$ cat src/rtl/uart_rx_if.sv
// -----------------------------------------------------------------------------
// uart_rx_if -- consumer-side handshake bundle of the UART receiver.
//
// Parameters:
//   DATA_BITS   width of the received word (5..8)
//
// Signals:
//   rx_ack       consumer acknowledge, clears rx_valid
//   rx_data      last received word (LSB was first on the line)
//   rx_valid     level, high while rx_data holds an unacknowledged word
//   framing_err  stop bit of the rx_data frame was sampled low
//   parity_err   parity mismatch for the rx_data frame
//   overrun      one-cycle pulse, a frame completed while rx_valid was high
//
// Modports:
//   master  the receiver (drives the word and status, reads rx_ack)
//   slave   the consumer (drives rx_ack, reads the word and status)
// -----------------------------------------------------------------------------
interface uart_rx_if #(
  parameter int DATA_BITS = 8
);
  logic                 rx_ack;
  logic [DATA_BITS-1:0] rx_data;
  logic                 rx_valid;
  logic                 framing_err;
  logic                 parity_err;
  logic                 overrun;

  modport master (
    input  rx_ack,
    output rx_data,
    output rx_valid,
    output framing_err,
    output parity_err,
    output overrun
  );

  modport slave (
    output rx_ack,
    input  rx_data,
    input  rx_valid,
    input  framing_err,
    input  parity_err,
    input  overrun
  );
endinterface

$ cat src/rtl/uart_rx.sv
// -----------------------------------------------------------------------------
// uart_rx -- oversampling UART receiver with valid/ack output handshake.
//
// Parameters:
//   OVERSAMPLING_RATE  baud_tick pulses per bit period (even, >= 4)
//   DATA_BITS          data bits per frame (5..8)
//   PARITY_ODD         0 = even parity, 1 = odd parity (parity builds only)
//
// Ports:
//   clk        sole clock, rising edge
//   rst_n      asynchronous active-low reset
//   baud_tick  single-cycle enable at OVERSAMPLING_RATE x baud
//   rx         serial line, idle high, asynchronous to clk
//   bus        uart_rx_if.master: rx_ack in; rx_data, rx_valid,
//              framing_err, parity_err, overrun out
//
// Build option:
//   UART_RX_PARITY_EN  when defined, frames carry a parity bit between the
//                      data bits and the stop bit. When undefined the parity
//                      state is absent and parity_err is tied low.
// -----------------------------------------------------------------------------
module uart_rx #(
  parameter int OVERSAMPLING_RATE = 16,
  parameter int DATA_BITS         = 8,
  parameter int PARITY_ODD        = 0
) (
  input  logic      clk,
  input  logic      rst_n,
  input  logic      baud_tick,
  input  logic      rx,
  uart_rx_if.master bus
);

  localparam int TICK_W = $clog2(OVERSAMPLING_RATE);
  localparam int BIT_W  = $clog2(DATA_BITS);

  localparam logic [TICK_W-1:0] HALF_M1  = TICK_W'(OVERSAMPLING_RATE / 2 - 1);
  localparam logic [TICK_W-1:0] FULL_M1  = TICK_W'(OVERSAMPLING_RATE - 1);
  localparam logic [BIT_W-1:0]  LAST_BIT = BIT_W'(DATA_BITS - 1);

  typedef enum logic [2:0] {
    S_IDLE,
    S_START,
    S_DATA,
`ifdef UART_RX_PARITY_EN
    S_PARITY,
`endif
    S_STOP
  } state_t;

  // ---------------------------------------------------------------------------
  // Input synchronizer; both flops reset to the idle line level so reset
  // release never looks like a falling edge.
  // ---------------------------------------------------------------------------
  logic rx_meta_q;
  logic rx_s_q;

  always_ff @(posedge clk or negedge rst_n) begin
    if (!rst_n) begin
      rx_meta_q <= 1'b1;
      rx_s_q    <= 1'b1;
    end else begin
      rx_meta_q <= rx;
      rx_s_q    <= rx_meta_q;
    end
  end

  // ---------------------------------------------------------------------------
  // Frame FSM
  // ---------------------------------------------------------------------------
  state_t               state_q;
  logic [TICK_W-1:0]    tick_cnt_q;
  logic [BIT_W-1:0]     bit_cnt_q;
  logic [DATA_BITS-1:0] shift_q;
  logic                 armed_q;      // a high sample was seen since reset / last stop
  logic                 done_q;       // stop bit sampled last cycle
  logic                 ferr_pend_q;  // framing status of the frame just finished
`ifdef UART_RX_PARITY_EN
  localparam logic PAR_ODD = (PARITY_ODD != 0);
  logic                 perr_pend_q;
`endif

  always_ff @(posedge clk or negedge rst_n) begin
    if (!rst_n) begin
      state_q     <= S_IDLE;
      tick_cnt_q  <= '0;
      bit_cnt_q   <= '0;
      shift_q     <= '0;
      armed_q     <= 1'b0;
      done_q      <= 1'b0;
      ferr_pend_q <= 1'b0;
`ifdef UART_RX_PARITY_EN
      perr_pend_q <= 1'b0;
`endif
    end else begin
      done_q <= 1'b0;
      if (baud_tick) begin
        case (state_q)
          S_IDLE: begin
            // A falling edge only counts once the line has been seen high,
            // so a stuck-low line after a bad stop bit or after reset
            // release cannot start a frame.
            if (rx_s_q) begin
              armed_q <= 1'b1;
            end else if (armed_q) begin
              state_q    <= S_START;
              tick_cnt_q <= '0;
            end
          end

          S_START: begin
            if (tick_cnt_q == HALF_M1) begin
              tick_cnt_q <= '0;
              if (rx_s_q) begin
                state_q <= S_IDLE;          // glitch shorter than half a bit
              end else begin
                state_q   <= S_DATA;
                bit_cnt_q <= '0;
              end
            end else begin
              tick_cnt_q <= tick_cnt_q + 1'b1;
            end
          end

          S_DATA: begin
            // tick_cnt is now aligned to mid-bit, so every full period lands
            // in the middle of the next bit.
            if (tick_cnt_q == FULL_M1) begin
              tick_cnt_q <= '0;
              shift_q    <= {rx_s_q, shift_q[DATA_BITS-1:1]};
              bit_cnt_q  <= bit_cnt_q + 1'b1;
              if (bit_cnt_q == LAST_BIT) begin
`ifdef UART_RX_PARITY_EN
                state_q <= S_PARITY;
`else
                state_q <= S_STOP;
`endif
              end
            end else begin
              tick_cnt_q <= tick_cnt_q + 1'b1;
            end
          end

`ifdef UART_RX_PARITY_EN
          S_PARITY: begin
            if (tick_cnt_q == FULL_M1) begin
              tick_cnt_q  <= '0;
              perr_pend_q <= (^shift_q) ^ rx_s_q ^ PAR_ODD;
              state_q     <= S_STOP;
            end else begin
              tick_cnt_q <= tick_cnt_q + 1'b1;
            end
          end
`endif

          S_STOP: begin
            if (tick_cnt_q == FULL_M1) begin
              tick_cnt_q  <= '0;
              ferr_pend_q <= ~rx_s_q;
              done_q      <= 1'b1;
              armed_q     <= 1'b0;
              state_q     <= S_IDLE;
            end else begin
              tick_cnt_q <= tick_cnt_q + 1'b1;
            end
          end

          default: begin
            state_q    <= S_IDLE;
            tick_cnt_q <= '0;
          end
        endcase
      end
    end
  end

  // ---------------------------------------------------------------------------
  // Output word and handshake. Runs every cycle, independent of baud_tick.
  // Completion has priority over an acknowledge arriving in the same cycle:
  // the acknowledge is taken as consuming the old word, so no overrun.
  // ---------------------------------------------------------------------------
  logic [DATA_BITS-1:0] rx_data_q;
  logic                 rx_valid_q;
  logic                 framing_err_q;
  logic                 overrun_q;
`ifdef UART_RX_PARITY_EN
  logic                 parity_err_q;
`endif

  always_ff @(posedge clk or negedge rst_n) begin
    if (!rst_n) begin
      rx_data_q     <= '0;
      rx_valid_q    <= 1'b0;
      framing_err_q <= 1'b0;
      overrun_q     <= 1'b0;
`ifdef UART_RX_PARITY_EN
      parity_err_q  <= 1'b0;
`endif
    end else begin
      overrun_q <= 1'b0;
      if (done_q) begin
        rx_data_q     <= shift_q;
        rx_valid_q    <= 1'b1;
        framing_err_q <= ferr_pend_q;
`ifdef UART_RX_PARITY_EN
        parity_err_q  <= perr_pend_q;
`endif
        overrun_q     <= rx_valid_q & ~bus.rx_ack;
      end else if (bus.rx_ack && rx_valid_q) begin
        rx_valid_q <= 1'b0;
      end
    end
  end

  assign bus.rx_data     = rx_data_q;
  assign bus.rx_valid    = rx_valid_q;
  assign bus.framing_err = framing_err_q;
  assign bus.overrun     = overrun_q;
`ifdef UART_RX_PARITY_EN
  assign bus.parity_err  = parity_err_q;
`else
  assign bus.parity_err  = 1'b0;
`endif

endmodule
$ cat src/flat_wrapper.sv
// flat-port wrapper written by rule: the top's interface ports become plain ports
module uart_rx_flat 
#(
  parameter int OVERSAMPLING_RATE = 16,
  parameter int DATA_BITS         = 8,
  parameter int PARITY_ODD        = 0
)
  (clk, rst_n, baud_tick, rx, bus_rx_ack, bus_rx_data, bus_rx_valid, bus_framing_err, bus_parity_err, bus_overrun);
  uart_rx_if #(.DATA_BITS(DATA_BITS)) bus_i ();
  input  logic clk;
  input  logic rst_n;
  input  logic baud_tick;
  input  logic rx;
  input wire logic [$bits(bus_i.rx_ack)-1:0] bus_rx_ack;
  output wire logic [$bits(bus_i.rx_data)-1:0] bus_rx_data;
  output wire logic [$bits(bus_i.rx_valid)-1:0] bus_rx_valid;
  output wire logic [$bits(bus_i.framing_err)-1:0] bus_framing_err;
  output wire logic [$bits(bus_i.parity_err)-1:0] bus_parity_err;
  output wire logic [$bits(bus_i.overrun)-1:0] bus_overrun;
  assign bus_i.rx_ack = bus_rx_ack;
  assign bus_rx_data = bus_i.rx_data;
  assign bus_rx_valid = bus_i.rx_valid;
  assign bus_framing_err = bus_i.framing_err;
  assign bus_parity_err = bus_i.parity_err;
  assign bus_overrun = bus_i.overrun;
  uart_rx #(.OVERSAMPLING_RATE(OVERSAMPLING_RATE), .DATA_BITS(DATA_BITS), .PARITY_ODD(PARITY_ODD)) u_core (.clk(clk), .rst_n(rst_n), .baud_tick(baud_tick), .rx(rx), .bus(bus_i));
endmodule
$ cat config.mk
export PLATFORM = sky130hd
export DESIGN_NAME = uart_rx_flat
export DESIGN_NICKNAME = d
export VERILOG_FILES = /design/src/rtl/uart_rx_if.sv /design/src/rtl/uart_rx.sv /design/src/flat_wrapper.sv
export SDC_FILE = /design/constraint.sdc
export NUM_CORES = 1
export LEC_CHECK = 0
export ABC_AREA = 1
export BUFFER_PORTS_ARGS = -buffer_cell sky130_fd_sc_hd__buf_4
export CORE_MARGIN = 3
export CORE_UTILIZATION = 55
export DETAILED_ROUTE_END_ITERATION = 8
export GPL_TIMING_DRIVEN = 0
export PLACE_DENSITY = 0.84
export SYNTH_ARGS = -nofsm -noshare
export SYNTH_HDL_FRONTEND = slang
export SYNTH_SLANG_ARGS = --single-unit
$ cat constraint.sdc
create_clock -name clk -period 1.85 [get_ports clk]
set_input_delay 0.0925 -clock clk [delete_from_list [all_inputs] [get_ports clk]]
set_output_delay 0.0925 -clock clk [all_outputs]
set_load 0.02 [all_outputs]
==> run summary <==
status -> completed
critical path depth -> 7
Worst Setup End Kind -> register
Final Cycle Share -> 85.0%
vias in the first global route -> 1175
placed insts -> 216
Synth Area in Compound Gates -> 8.86%
worst path arrival time -> 1850 ps
Crit Reg-Reg Startpoint -> u_core.state_q[0]$_DFFE_PN0P_
first-pass GRT wire length -> 4790 microns
commonest cells after routing, fill and taps aside -> nand2_1 (47), dfrtp_1 (31), inv_1 (17), buf_4 (16), o21ai_0 (12)
RSZ-0062 raised after global routing -> no
total number of vias -> 1132
Req. time, crit path -> 2120 ps
Post-Syn Area -> 1530 sq um
final net count -> 209
largest net degree at the start of global routing -> 34
Mapped Cells -> 171
Area contributors post-synth -> dfrtp_1 (51%), nand2_1 (12%), ha_1 (6.6%)
fin. max-slew vios -> 0
core area -> 2570 sq um
Int Pwr -> 1340 uW
Distinct cells, synth -> 25
CTS tree -> done
first-pass iteration count of the detailed router -> 6
Max Fclk -> 636 MHz
Ports -> 17
Post-Synth Simple-Gate Area -> 22.7%
Cell Rows -> 18
gpl congestion -> 0.807
worst-path cell chain -> inv_1 -> ha_1 -> nand2_2 -> nor2_4 -> buf_6 -> nand2_1 -> o21ai_1
leakage power -> 0.000940 uW
Final TNS setup -> 0 ps
Max clock buf depth -> 2
post-synthesis sequential area ratio -> 54.3%
R2R depth -> 7
DRC viols -> 0
HPWL Detailed -> 1870 microns
P_sw -> 699 uW
Yosys top cell area share -> 50.9%
YS warnings -> 0
peak supply drop -> 0.000965 V
Die X -> 58.7 microns
multiplexer share of the synthesized area -> 0%
crit path kind -> reg2reg
PortBufs -> 15
clock latency on the worst-skew pair -> 340 ps
initial antenna violation count -> 0
GRT Overall Usage -> 18.5%
Overflow after GRT -> 0
Syn Area/Cell -> 8.92 sq um
Crit path largest cell delay -> 430 ps
Initial Utilization -> 59.4%
Final Hold Viols -> 0
TritonCTS Buffers -> 5
die area -> 3440 sq um
most common cell after layout, fill and taps aside -> nand2_1
sequential share of power -> 43.6%
Reg-to-Reg End -> u_core.shift_q[5]$_DFFE_PN0P_
Hold Path Class -> in2reg
syn nets -> 184
clock sinks -> 33
Power Density -> 1130 nW/um^2
Setup crit start kind -> register
post-CTS setup buffer count -> 0
Gate power share -> 29.9%
synthesized flop and latch total -> 33
vias per cell -> 4.99
final worst slack -> 278 ps
xor/xnor share of the synthesized area -> 0.574%
share of post-route cells with drive strength above 1 -> 18.3%
Sw Ratio -> 34.3%
Syn-to-layout area delta -> 17.6%
H-tree levels -> 2
Root Buffer Master -> clkbuf_4
clock-pin slew of the registers on the worst-case setup and hold paths -> 120 ps
r2r setup slk -> 280 ps
ANT nets after route -> 0
Setup violations, final -> 0
Layout Cells excl Fill -> 227
Place WS -> 222 ps
Critical Path Sink -> u_core.shift_q[5]$_DFFE_PN0P_
post-DR wirelength/cell -> 11.3 microns
minimum clock period after layout -> 1570 ps
CP top delay family -> flip-flops
diode count -> 0
Clock Power Share -> 26.5%
main combinational cell family by area after synthesis -> simple AND/OR/NAND/NOR gates
leading area contributor after synthesis -> dfrtp_1
Adder-Cell Fraction of Synth Area -> 6.56%
Crit path buffers/inverters -> 2
largest fanout on the critical path -> 10
Iteration-0 DRC Markers -> 62
routed wire length -> 2570 microns
max-cap violation count -> 0
CP startpoint -> u_core.state_q[0]$_DFFE_PN0P_
slowest library cell on the worst path -> dfrtp_1
clk_skew -> 14.4 ps
chip height -> 58.7 microns
per-layer routing:
metal  part of all wire (%)  vias to the layer above  GRT usage, %
met2                     49                       24          31.7
met3                    4.8                        4          6.58
met1                     45                      509          20.7
met5                      0                        -             0
met4                    1.2                        0          8.41
li1                       -                      595             -
Yosys cell counts (all sizes together):
library cell,count
o21bai,2
inv,19
ha,8
a21oi,1
conb,1
clkinv,2
nand2,49
o21ai,23
buf,2
nand3b,4
nor2,12
dfrtp,31
dfstp,2
clkbuf,1
nor3,2
nand3,11
xnor2,1
worst min-delay path by stage:
stage                          from                              end  cells after the start
after CTS                 baud_tick          u_core.done_q$_DFF_PN0_                      3
after global placement        rst_n  u_core.bus.rx_valid$_DFFE_PN0P_                      1
final                     baud_tick          u_core.done_q$_DFF_PN0_                      3
after global routing      baud_tick          u_core.done_q$_DFF_PN0_                      3
after floorplan               rst_n       u_core.armed_q$_DFFE_PN0P_                      0
after detailed placement      rst_n  u_core.bus.rx_valid$_DFFE_PN0P_                      1
area by class of cell:
cell class	count	area (sq um)
Multi-Input combinational cell	114	598
Sequential cell	33	828
Inverter	21	80.1
Buffer	3	22.5
Fill cell	187	774
Timing Repair Buffer	18	143
Clock inverter	3	46.3
Clock buffer	5	37.5
Tap cell	30	37.5
power groups by stage:
stage / combinational (uW) / sequential [uW] / clock, uW
4_1_cts: 608 / 888 / 556
3_5_place_dp: 600 / 902 / 0
2_1_floorplan: 377 / 941 / 0
5_1_grt: 709 / 903 / 583
3_3_place_gp: 586 / 895 / 0
6_report: 607 / 888 / 540
stage by stage:
stage | cell area, sq um | utilization [%] | hold slack, ps | power, uW
2_1_floorplan | 1530 | - | -203 | 1320
3_3_place_gp | 1680 | 65.3 | 44.5 | 1480
3_5_place_dp | 1680 | 65.3 | 50.6 | 1500
4_1_cts | 1790 | 69.7 | 31.1 | 2050
5_1_grt | 1790 | 69.8 | 30.9 | 2200
6_report | 1790 | 69.8 | 54.3 | 2030
worst register-to-register path: stages (launching register included):
cell	delay, ps
dfrtp_1	430
inv_1	140
ha_1	320
nand2_2	130
nor2_4	210
buf_6	170
nand2_1	50
o21ai_1	80
flip-flops by register name, indices dropped and copies added, names as in the netlist, 2 cells and up:
signal / cells
u_core.tick_cnt_q: 4
u_core.bus.rx_data: 8
u_core.bit_cnt_q: 3
u_core.state_q: 2
u_core.shift_q: 8
kinds of logic after synthesis:
| family | count (synthesis) |
|---|---|
| buf+inv | 24 |
| flops | 33 |
| fa+ha+maj | 8 |
| other cells | 1 |
| compound gates | 26 |
| xor+xnor | 1 |
| simple gates | 78 |
repair_timing:
action	CTS	global route
hold endpoints to repair	36	0
gates resized for setup	0	1
hold buffers	3	0
setup endpoints to repair	0	1
Note: power is estimated with default switching activity, not from simulation.
